==> config.mk <==
export PLATFORM = sky130hd
export DESIGN_NAME = alu_ctrl_stage
export DESIGN_NICKNAME = d
export VERILOG_FILES = /design/src/rtl/alu_ctrl_pkg.sv /design/src/rtl/alu_ctrl_decode.sv /design/src/rtl/alu_ctrl_stage.sv
export SDC_FILE = /design/constraint.sdc
export NUM_CORES = 1
export LEC_CHECK = 0
export CAP_MARGIN = 0
export CORE_UTILIZATION = 36
export DETAILED_ROUTE_END_ITERATION = 16
export PLACE_DENSITY = 0.73
export SETUP_SLACK_MARGIN = 0.15
export SLEW_MARGIN = 25
export SYNTH_ARGS = -nofsm -noshare
export SYNTH_HDL_FRONTEND = slang
export SYNTH_HIERARCHICAL = 1
export SYNTH_SLANG_ARGS = --single-unit
export TNS_END_PERCENT = 20
==> constraint.sdc <==
create_clock -name clk -period 0.9 [get_ports clk]
set_input_delay 0.09 -clock clk [delete_from_list [all_inputs] [get_ports clk]]
set_output_delay 0.09 -clock clk [all_outputs]
set_load 0.005 [all_outputs]
==> src/rtl/alu_ctrl_pkg.sv <==
// Shared encodings for the ID/EX ALU control stage: ALU operation codes,
// main-decoder ALU classes, the M-extension funct7 marker and the mul/div FSM states.
package alu_ctrl_pkg;

    localparam logic [3:0] ALU_ADD  = 4'd0;
    localparam logic [3:0] ALU_SUB  = 4'd1;
    localparam logic [3:0] ALU_AND  = 4'd2;
    localparam logic [3:0] ALU_OR   = 4'd3;
    localparam logic [3:0] ALU_XOR  = 4'd4;
    localparam logic [3:0] ALU_SLT  = 4'd5;
    localparam logic [3:0] ALU_SLTU = 4'd6;
    localparam logic [3:0] ALU_SLL  = 4'd7;
    localparam logic [3:0] ALU_SRL  = 4'd8;
    localparam logic [3:0] ALU_SRA  = 4'd9;

    localparam logic [1:0] ALUOP_MEM    = 2'b00;
    localparam logic [1:0] ALUOP_BRANCH = 2'b01;
    localparam logic [1:0] ALUOP_REG    = 2'b10;
    localparam logic [1:0] ALUOP_RSVD   = 2'b11;

    localparam logic [6:0] MD_FUNCT7 = 7'b0000001;

    typedef enum logic {
        IDLE = 1'b0,
        BUSY = 1'b1
    } md_state_t;

endpackage

==> src/rtl/alu_ctrl_decode.sv <==
// Combinational ALU function decode: instruction fields and ALU class to an
// ALU operation code, a mul/div marker and an illegal-function flag.
module alu_ctrl_decode
    import alu_ctrl_pkg::*;
#(
    parameter int ENABLE_M = 1
) (
    input  logic       op5,
    input  logic [2:0] funct3,
    input  logic       funct7_5,
    input  logic       funct7_0,
    input  logic [1:0] alu_op,
    output logic [3:0] ctrl,
    output logic       is_md,
    output logic       illegal
);

    always_comb begin
        ctrl    = ALU_ADD;
        is_md   = 1'b0;
        illegal = 1'b0;
        case (alu_op)
            ALUOP_MEM: ctrl = ALU_ADD;
            ALUOP_BRANCH: begin
                case (funct3)
                    3'b000, 3'b001: ctrl = ALU_SUB;
                    3'b100, 3'b101: ctrl = ALU_SLT;
                    3'b110, 3'b111: ctrl = ALU_SLTU;
                    3'b010, 3'b011: begin
                        ctrl    = ALU_ADD;
                        illegal = 1'b1;
                    end
                endcase
            end
            ALUOP_REG: begin
                // Mul/div ops still present ADD so the EX ALU output is benign.
                if (op5 && (funct7_0 == MD_FUNCT7[0])) begin
                    ctrl = ALU_ADD;
                    if (ENABLE_M != 0) begin
                        is_md = 1'b1;
                    end else begin
                        illegal = 1'b1;
                    end
                end else begin
                    case (funct3)
                        3'b000: ctrl = (op5 && funct7_5) ? ALU_SUB : ALU_ADD;
                        3'b001: ctrl = ALU_SLL;
                        3'b010: ctrl = ALU_SLT;
                        3'b011: ctrl = ALU_SLTU;
                        3'b100: ctrl = ALU_XOR;
                        3'b101: ctrl = funct7_5 ? ALU_SRA : ALU_SRL;
                        3'b110: ctrl = ALU_OR;
                        3'b111: ctrl = ALU_AND;
                    endcase
                end
            end
            ALUOP_RSVD: begin
                ctrl    = ALU_ADD;
                illegal = 1'b1;
            end
        endcase
    end

endmodule

==> src/rtl/alu_ctrl_stage.sv <==
// ID/EX ALU control register with a start/done handshake to a multi-cycle
// mul/div unit, holding IF/ID via stall_out while that unit is busy.
module alu_ctrl_stage
    import alu_ctrl_pkg::*;
#(
    parameter int CTRL_W   = 4,
    parameter int ENABLE_M = 1
) (
    input  logic              clk,
    input  logic              reset,
    input  logic              valid_in,
    input  logic              op5,
    input  logic [2:0]        funct3,
    input  logic              funct7_5,
    input  logic              funct7_0,
    input  logic [1:0]        ALUOp,
    input  logic              stall_in,
    input  logic              flush,
    input  logic              md_done,
    output logic [CTRL_W-1:0] ALUControl,
    output logic [2:0]        md_op,
    output logic              md_start,
    output logic              md_abort,
    output logic              ex_valid,
    output logic              illegal_op,
    output logic              stall_out
);

    // ID stage: decode
    logic [3:0] ctrl_p0;
    logic       is_md_p0;
    logic       illegal_p0;

    alu_ctrl_decode #(
        .ENABLE_M (ENABLE_M)
    ) u_decode (
        .op5      (op5),
        .funct3   (funct3),
        .funct7_5 (funct7_5),
        .funct7_0 (funct7_0),
        .alu_op   (ALUOp),
        .ctrl     (ctrl_p0),
        .is_md    (is_md_p0),
        .illegal  (illegal_p0)
    );

    // EX stage: registered control and mul/div FSM
    logic [CTRL_W-1:0] ctrl_p1;
    logic [2:0]        md_op_p1;
    logic              vld_p1;
    logic              illegal_p1;
    logic              md_start_p1;
    md_state_t         state;

    logic md_done_eff;
    logic advance;
    logic accept_md;

    // A done pulse coinciding with our own start pulse cannot belong to this op.
    assign md_done_eff = md_done && !md_start_p1;
    assign stall_out   = (state == BUSY) && !md_done_eff;
    assign md_abort    = (state == BUSY) && flush && !reset;
    assign advance     = !stall_in && !stall_out;
    assign accept_md   = advance && valid_in && is_md_p0 && !flush;

    always_ff @(posedge clk) begin
        if (reset) begin
            ctrl_p1     <= CTRL_W'(ALU_ADD);
            md_op_p1    <= 3'd0;
            vld_p1      <= 1'b0;
            illegal_p1  <= 1'b0;
            md_start_p1 <= 1'b0;
            state       <= IDLE;
        end else if (flush) begin
            ctrl_p1     <= CTRL_W'(ALU_ADD);
            md_op_p1    <= 3'd0;
            vld_p1      <= 1'b0;
            illegal_p1  <= 1'b0;
            md_start_p1 <= 1'b0;
            state       <= IDLE;
        end else begin
            md_start_p1 <= 1'b0;
            if (advance) begin
                ctrl_p1    <= CTRL_W'(ctrl_p0);
                md_op_p1   <= funct3;
                vld_p1     <= valid_in;
                illegal_p1 <= illegal_p0 && valid_in;
            end
            case (state)
                IDLE: begin
                    if (accept_md) begin
                        state       <= BUSY;
                        md_start_p1 <= 1'b1;
                    end
                end
                BUSY: begin
                    if (md_done_eff) begin
                        state       <= accept_md ? BUSY : IDLE;
                        md_start_p1 <= accept_md;
                    end
                end
            endcase
        end
    end

    assign ALUControl = ctrl_p1;
    assign md_op      = md_op_p1;
    assign md_start   = md_start_p1;
    assign ex_valid   = vld_p1;
    assign illegal_op = illegal_p1;

endmodule

=== After elaboration in Yosys (flattened, before gate mapping) ===
Cells that the tools add are included.

* Equal/unequal tests: 10
* Multiplexer cells: 15
* Bitwise gates (word level): 1
* Reduce and logical (&&, ||, !) cells: 25

{| class="wikitable"
|+ Operators by type and width
! cell !! number
|-
| $pmux W4 S8 || 1
|-
| $pmux W4 S4 || 1
|-
| $eq A3 B3 Y1 const B || 4
|-
| $pmux W4 S3 || 1
|-
| $reduce_or A2 Y1 || 6
|-
| $logic_and A1 B1 Y1 || 11
|-
| $mux W1 || 8
|-
| $eq A3 B2 Y1 const B || 2
|-
| $logic_not A1 Y1 || 6
|-
| $pmux W1 S2 || 3
|-
| $eq A2 B2 Y1 const B || 2
|-
| $mux W4 || 1
|-
| $eq A3 B1 Y1 const B || 1
|-
| $logic_not A3 Y1 || 1
|-
| $eq A2 B1 Y1 const B || 1
|-
| $logic_not A2 Y1 || 1
|-
| $not A1 Y1 || 1
|}

* Flip-flop bits (word level): 11
* Input port bits: 14
* Output and inout port bits: 12
* Logic and storage cells: 57

=== Logic depth before layout (Yosys ltp) ===
Gate-level depths: netlist of the first run.

* Depth in word-level cells: 12
* Gate-level depth with buffers: 5

=== Hierarchy ===
The synthesis of the first run kept the hierarchy.

{| class="wikitable"
|+ By module, submodules not included
! module !! instances !! cells each !! area each (um2) !! sequential area each (um2)
|-
| alu_ctrl_stage || 1 || 51 || 464.2 || 220.2
|-
| alu_ctrl_decode || 1 || 23 || 141.4 || 0.0
|}

=== Least setup slack after synthesis of the first run ===
OpenSTA, ideal clock, no wires.

* Path type: flip-flop to flip-flop
* From: reg md_start_p1, in the netlist md_start
* To: reg md_start_p1, in the netlist md_start
* Arrival time: 907 ps
* Required time: 839 ps
* Slack: -68 ps
* Stages on the path, launching flop included: 5
* Clock period less this slack: 968 ps
* Cell sequence: dfxtp_1 nand2b_4 a21oi_2 buf_6 and4_1

* Word-level cells in the longest chain between the ends: 11
* Elaborated cells between the ends (all ways): 12

{| class="wikitable"
|+ RTL lines
! element !! line !! source
|-
| start, declared || alu_ctrl_stage.sv:52 || <nowiki>logic md_start_p1;</nowiki>
|-
| start signal, assigned || alu_ctrl_stage.sv:99 || <nowiki>md_start_p1 <= accept_md;</nowiki>
|-
| $logic_not A1 Y1 * || alu_ctrl_stage.sv:60 || <nowiki>assign md_done_eff = md_done && !md_start_p1;</nowiki>
|-
| $logic_and A1 B1 Y1 * || alu_ctrl_stage.sv:60 ||
|-
| $logic_not A1 Y1 || alu_ctrl_stage.sv:61 || <nowiki>assign stall_out = (state == BUSY) && !md_done_eff;</nowiki>
|-
| $logic_and A1 B1 Y1 || alu_ctrl_stage.sv:61 ||
|-
| $logic_not A1 Y1 || alu_ctrl_stage.sv:63 || <nowiki>assign advance = !stall_in && !stall_out;</nowiki>
|-
| $logic_and A1 B1 Y1 || alu_ctrl_stage.sv:63 ||
|-
| $logic_and A1 B1 Y1 (3 in a row) || alu_ctrl_stage.sv:64 || <nowiki>assign accept_md = advance && valid_in && is_md_p0 && !flush;</nowiki>
|-
| $mux W1 (on tied branches) || alu_ctrl_stage.sv:97, alu_ctrl_stage.sv:91 ||
|-
| $pmux W1 S2 * || alu_ctrl_stage.sv:89 || <nowiki>case (state)</nowiki>
|}

Mark *: on every way between the ends. The rest lies on a longest branch, timed or not.
A chain may end at the register's enable or synchronous reset.

=== Final worst setup path of the first run ===
* From: reg md_start_p1, in the netlist md_start
* To: reg ctrl_p1[0], in the netlist ALUControl[0]

* Word-level cells in the longest chain between the ends: 6

{| class="wikitable"
|+ RTL lines
! element !! line !! source
|-
| $logic_not A1 Y1 || alu_ctrl_stage.sv:60 ||
|-
| $logic_and A1 B1 Y1 || alu_ctrl_stage.sv:60 ||
|-
| $logic_not A1 Y1 || alu_ctrl_stage.sv:61 ||
|-
| $logic_and A1 B1 Y1 || alu_ctrl_stage.sv:61 ||
|-
| $logic_not A1 Y1 || alu_ctrl_stage.sv:63 ||
|-
| $logic_and A1 B1 Y1 || alu_ctrl_stage.sv:63 ||
|-
| end signal, assigned || alu_ctrl_stage.sv:68 || <nowiki>ctrl_p1 <= CTRL_W'(ALU_ADD);</nowiki>
|-
| end signal, assigned || alu_ctrl_stage.sv:75 || <nowiki>ctrl_p1 <= CTRL_W'(ALU_ADD);</nowiki>
|-
| end signal, assigned || alu_ctrl_stage.sv:84 || <nowiki>ctrl_p1 <= CTRL_W'(ctrl_p0);</nowiki>
|-
| end, declared || alu_ctrl_stage.sv:48 || <nowiki>logic [CTRL_W-1:0] ctrl_p1;</nowiki>
|}

No other way between the ends.

==> results of run 1 <==
timing repair:
| action | CTS | global route |
|---|---|---|
| buffers inserted | 1 | 1 |
| pin swaps | 2 | 4 |
| gates cloned | 0 | 1 |
| endpoints found under the setup margin | 23 | 23 |
| gates resized for setup | 41 | 8 |
cell type report:
| class | instances | area, µm² | area share (%) |
|---|---|---|---|
| Clock buffer | 4 | 26.28 | 2.512 |
| Tap cell | 16 | 20.02 | 1.914 |
| Sequential cell | 11 | 226.5 | 21.65 |
| Multi-Input combinational cell | 59 | 390.4 | 37.32 |
| Inverter | 1 | 3.754 | 0.3589 |
| Timing Repair Buffer | 41 | 379.1 | 36.24 |
power by group:
part           internal, µW  switching, µW
sequential              497           4.03
clock                   172            167
combinational           145            110
total                   813            281
placed cells by master, fill, tap and decap left out, types with 4 or more instances in the layout:
cell | Yosys | routed
buf_4 | 0 | 13
nor2_1 | 5 | 5
dfxtp_1 | 11 | 6
buf_2 | 2 | 4
mux2i_1 | 9 | 8
dlygate4sd2_1 | 0 | 11
nand2_1 | 22 | 21
clkdlybuf4s50_1 | 0 | 5
dfxtp_2 | 0 | 5
Yosys cell counts, drive strengths merged:
cell type  number
and2            2
a31oi           1
nor2b           2
o22ai           2
nor3            1
buf             3
and4            1
a211oi          1
a2111oi         1
o41ai           1
nor2            5
nand2b          2
and2b           1
or2b            1
inv             1
a21oi           3
o21a            1
mux2i           9
nand2          22
nand3           3
dfxtp          11
flip-flops by register name, summed over array words and instances (netlist names):
name / cells
ALUControl: 4
ex_valid: 1
illegal_op: 1
md_op: 3
md_start: 1
state: 1
worst max path at each step:
stage                  start       endpoint  slack [ns]
floorplan           md_start  ALUControl[0]       -0.05
global placement    ALUOp[1]  ALUControl[0]       -0.55
detailed placement  ALUOp[1]  ALUControl[0]       -0.65
CTS                 md_start      stall_out       -0.16
global route        md_start  ALUControl[0]       -0.24
finish              md_start  ALUControl[0]       -0.18
critical path, stage by stage (launching register included):
cell,delay (ns)
dfxtp_2,0.32
nand2b_4,0.14
a21oi_4,0.19
buf_12,0.15
mux2i_2,0.20
kinds of logic (layout without fill, tap and decap cells):
kind of cell,after synthesis,after routing
buffers and inverters,4,46
DFF,11,11
AOI/OAI and AO/OA,10,10
and+or+nand+nor,40,40
muxes,9,9
layer usage:
metal,GRT usage (%),wire length [µm]
met1,23.50,741
met2,30.30,758
met3,2.553,81
met4,10.91,31
met5,0,0
through the flow:
step / setup TNS [ns] / std cells
floorplan: -0.4511 / 74
global placement: -5.098 / 125
detailed placement: -5.338 / 125
CTS: -1.846 / 130
global route: -3.087 / 132
finish: -2.060 / 132
==> flow_metrics.env, run 1 <==
export IMPL_dp_hpwl_um=1099
export IMPL_setup_ws_ns=-0.1833
export IMPL_final_area_mm2=0.001046
export IMPL_finish_utilization_pct=67.86
export IMPL_hp_class="in -> reg"
export IMPL_synth_area_mux_share_pct=14.88
export IMPL_worstSetupStartpointType="register"
export IMPL_portBuffers=25
export IMPL_synth_compound_area_share_pct=11.57
export IMPL_clockBufferDepth=2
export IMPL_synth_xor_area_share_pct=0
export IMPL_num_fill_cells=137
export IMPL_powerDensity_mw_per_mm2=1046
export IMPL_pre_cts_slack_ns=-0.6458
export IMPL_cts_tree="done"
export IMPL_crit_arrival_ns=1.27
export IMPL_cts_root_buf="clkbuf_4"
export IMPL_placementRows=14
export IMPL_drive_gt1_share_pct=33.62
export IMPL_io_pins=26
export IMPL_p_leak_uw=0.0005075
export IMPL_r2r_cells=4
export IMPL_synth_area_um2=605.6
export IMPL_fin_total_pwr_uw=1094
export IMPL_seq_area_frac_synth_pct=36.36
export IMPL_antenna_found_initial=0
export IMPL_die_area_mm2=0.001850
export IMPL_via_per_inst=5.045
export IMPL_htree_levels=1
export IMPL_outcome="finished, violations left"
export IMPL_skew_ns=0.005945
export IMPL_worst_setup_path_type="reg -> reg"
export IMPL_ant_nets=0
export IMPL_syn_nets=88
export IMPL_grt_pass1_wl_um=2546
export IMPL_min_delay_worst_endpoint="md_op[2]"
export IMPL_n_antenna_cell=0
export IMPL_maxCapViolations=0
export IMPL_slew_headroom_pct=78.71
export IMPL_hold_viol_final=0
export IMPL_start_util_pct=39.29
export IMPL_regToRegSetupSlack_ns=-0.18
export IMPL_ys_warn_count=6
export IMPL_finalCritPeriodShare_pct=120.4
export IMPL_hold_buffers=0
export IMPL_area_delta_synth_final_pct=72.73
export IMPL_synth_fa_ha_area_share_pct=0
export IMPL_ys_seq_elements=11
export IMPL_yosysTopAreaCell="dfxtp_1"
export IMPL_tightestPinTransition_ns=0.3187
export IMPL_grt_max_degree=13
export IMPL_grt_pass1_vias=590
export IMPL_rsz0062_at_grt="true"
export IMPL_hold_start="funct3[2]"
export IMPL_setup_viol=20
export IMPL_whs_ns=0.2866
export IMPL_timing_rr_start="md_start"
export IMPL_drv_slew=0
export IMPL_layout_nets=131
export IMPL_end_kind="register"
export IMPL_syn_inst=74
export IMPL_globalplace_congestion=0.8547
export IMPL_hold_depth=4
export IMPL_synthSimpleGateAreaFrac_pct=33.06
export IMPL_drcViolationCount=0
export IMPL_die_height_um=43.02
export IMPL_place_area_um2=965.9
export IMPL_post_route_min_period_ns=1.083
export IMPL_synth_top_family_by_area="simple AND/OR/NAND/NOR gates"
export IMPL_clk_latency_ns=0.27
export IMPL_grt_usage_pct=18.72
export IMPL_r2r_end="ALUControl[0]"
export IMPL_max_freq_ghz=0.9231
export IMPL_cts_buffers=3
export IMPL_ir_drop_v=0.0007197
export IMPL_wl_per_cell_um=12.21
export IMPL_avgSynthCellArea_um2=8.184
export IMPL_synth_distinct_cells=25
export IMPL_synth_top_cell_area_share_pct=36.36
export IMPL_vias=666
export IMPL_coreArea_mm2=0.001541
export IMPL_crit_fanout=5
export IMPL_routed_wirelength_um=1612
export IMPL_clock_sinks=11
export IMPL_clkSlewWorstSetupHoldPaths_ns=0.07
export IMPL_crit_required_ns=1.09
export IMPL_die_x_um=43.02
export IMPL_drt_iter0_drc=11
export IMPL_violations="negative setup slack"
export IMPL_grt_overflow_total=0
export IMPL_ys_top_cells_by_area="dfxtp_1 (36%), mux2i_1 (15%), nand2_1 (14%), nor2_1 (3.1%), nand3_1 (2.5%)"
export IMPL_firstDrtPassIters=4
Note: power is estimated with default switching activity, not from simulation.
==> inputs of run 2 (changes only) <==
--- a/config.mk
+++ b/config.mk
@@ -5,7 +5,7 @@
 export SDC_FILE = /design/constraint.sdc
 export NUM_CORES = 1
 export LEC_CHECK = 0
-export CAP_MARGIN = 0
+export CAP_MARGIN = 15
 export CORE_UTILIZATION = 36
 export DETAILED_ROUTE_END_ITERATION = 16
 export PLACE_DENSITY = 0.73
==> results of run 2 <==
Same layout as run 1: the final DEF is identical, and so are final timing and power.
==> inputs of run 3 (changes only) <==
--- a/config.mk
+++ b/config.mk
@@ -6,9 +6,12 @@
 export NUM_CORES = 1
 export LEC_CHECK = 0
 export CAP_MARGIN = 15
-export CORE_UTILIZATION = 36
+export CELL_PAD_IN_SITES_DETAIL_PLACEMENT = 1
+export CELL_PAD_IN_SITES_GLOBAL_PLACEMENT = 1
+export CORE_ASPECT_RATIO = 0.6
+export CORE_UTILIZATION = 25
 export DETAILED_ROUTE_END_ITERATION = 16
-export PLACE_DENSITY = 0.73
+export PLACE_DENSITY_LB_ADDON = 0.1
 export SETUP_SLACK_MARGIN = 0.15
 export SLEW_MARGIN = 25
 export SYNTH_ARGS = -nofsm -noshare
==> flow_metrics.env, run 3 (synthesized netlist as in run 1, its figures left out) <==
export IMPL_cp_cell_sequence="nand2b_4 > a21oi_4 > buf_12 > mux2i_1"
export IMPL_setup_ws_ns=-0.1487
export IMPL_finalCritPeriodShare_pct=116.5
export IMPL_crit_arrival_ns=1.20
export IMPL_hold_depth=4
export IMPL_end_kind="register"
export IMPL_via_per_inst=4.681
export IMPL_clkSlewWorstSetupHoldPaths_ns=0.05
export IMPL_hold_viol_final=0
export IMPL_fin_tns_setup_ns=-1.574
export IMPL_hp_class="in -> reg"
export IMPL_rsz0062_at_grt="true"
export IMPL_drive_gt1_share_pct=41.23
export IMPL_start_util_pct=27.18
export IMPL_cts_tree="done"
export IMPL_crit_slowest_cell="dfxtp_2"
export IMPL_p_leak_uw=0.0004616
export IMPL_placementRows=13
export IMPL_coreArea_mm2=0.002228
export IMPL_vias=674
export IMPL_worstSetupStartpointType="register"
export IMPL_outcome="finished, violations left"
export IMPL_layout_common_cells="nand2_1 (21), mux2i_1 (9), buf_4 (9)"
export IMPL_setup_viol=13
export IMPL_largest_reg_flops=4
export IMPL_slew_headroom_pct=75.78
export IMPL_crit_fanout=10
export IMPL_tightestPinTransition_ns=0.3625
export IMPL_area_delta_synth_final_pct=82.64
export IMPL_slowest_delay_ns=0.32
export IMPL_crit_required_ns=1.06
export IMPL_die_x_um=65.54
export IMPL_io_pins=26
export IMPL_crit_buf_inv=1
export IMPL_place_area_um2=983.4
export IMPL_grt_overflow_total=0
export IMPL_layout_nets=129
export IMPL_hold_buffers=0
export IMPL_violations="negative setup slack"
export IMPL_grt_max_degree=13
export IMPL_portBuffers=25
export IMPL_antenna_found_initial=0
export IMPL_n_antenna_cell=0
export IMPL_hold_start="funct3[2]"
export IMPL_crit_family="flip-flops"
export IMPL_max_freq_ghz=0.9536
export IMPL_post_route_min_period_ns=1.049
export IMPL_grt_usage_pct=15.71
export IMPL_grt_pass1_wl_um=2918
export IMPL_timing_rr_start="md_start"
export IMPL_grt_pass1_vias=614
export IMPL_skew_ns=0.002605
export IMPL_globalplace_congestion=0.8022
export IMPL_cts_buffers=3
export IMPL_drt_iter0_drc=15
export IMPL_r2r_end="ALUControl[2]"
export IMPL_wl_per_cell_um=13.40
export IMPL_mostFrequentLayoutCell="nand2_1"
export IMPL_powerDensity_mw_per_mm2=1149
export IMPL_maxCapViolations=0
export IMPL_min_delay_worst_endpoint="md_op[2]"
export IMPL_firstDrtPassIters=4
export IMPL_final_area_mm2=0.001106
export IMPL_ant_nets=0
export IMPL_clock_sinks=11
export IMPL_cts_root_buf="clkbuf_8"
export IMPL_htree_levels=1
export IMPL_clk_latency_ns=0.24
export IMPL_startpoint="md_start"
export IMPL_regToRegSetupSlack_ns=-0.15
export IMPL_routed_wirelength_um=1930
export IMPL_ir_drop_v=0.0004658
export IMPL_r2r_cells=4
export IMPL_drcViolationCount=0
export IMPL_worst_setup_path_type="reg -> reg"
export IMPL_die_area_mm2=0.002630
export IMPL_drv_slew=0
export IMPL_dp_hpwl_um=1396
export IMPL_die_height_um=40.13
export IMPL_clockBufferDepth=2
run 3: how the worst max path moves through the flow:
stage	endpoint	slack, ns	depth (start not counted)
final	ALUControl[2]	-0.15	4
after global routing	ALUControl[3]	-0.19	4
after CTS	ALUControl[2]	-0.15	4
after detailed placement	ALUControl[0]	-0.58	6
after global placement	ALUControl[0]	-0.52	6
after floorplan	ALUControl[0]	-0.05	4
run 3: what timing repair did:
action                                  CTS  global route
gates resized for setup                  49            18
endpoints found under the setup margin   23            23
pin swaps                                 4             3
gates cloned                              0             0
buffers inserted                          1             0
run 3: per-layer routing:
layer | wire, µm | track usage (%) | vias to the layer above
met2 | 900 | 26.29 | 17
met5 | 0 | 0 | -
li1 | - | - | 336
met4 | 0 | 1.630 | 0
met3 | 93 | 5.966 | 0
met1 | 937 | 20.17 | 321
run 3: layout make-up:
type	count	area, µm²
clock buffers	4	45.04
fillers	265	1122
inverters	1	3.754
multi-input cells	59	427.9
flip-flops and latches	11	225.2
well taps	30	37.54
repair buffers	39	366.6
run 3: metrics by stage:
stage | utilization (%) | setup slack [ns] | std cells | power, µW | hold slack, ns
after floorplan | - | -0.04594 | 74 | 606.2 | 0.2111
after global placement | 44.13 | -0.5228 | 139 | 756.4 | 0.4410
after detailed placement | 44.13 | -0.5844 | 139 | 760.9 | 0.4486
after CTS | 48.01 | -0.1471 | 144 | 1267 | 0.4217
after global routing | 49.64 | -0.1940 | 144 | 1336 | 0.4505
final | 49.64 | -0.1487 | 144 | 1271 | 0.4258
run 3: tightest hold or removal path: stages:
cell,delay (ns)
dlygate4sd2_1,0.27
buf_4,0.15
nand2_1,0.05
mux2i_1,0.05
run 3: report_power, final:
part | total [µW] | switching (µW) | internal [µW]
Sequential | 503 | 5.23 | 498
Combinational | 269 | 124 | 145
Clock | 498 | 187 | 311
Total | 1270 | 316 | 955
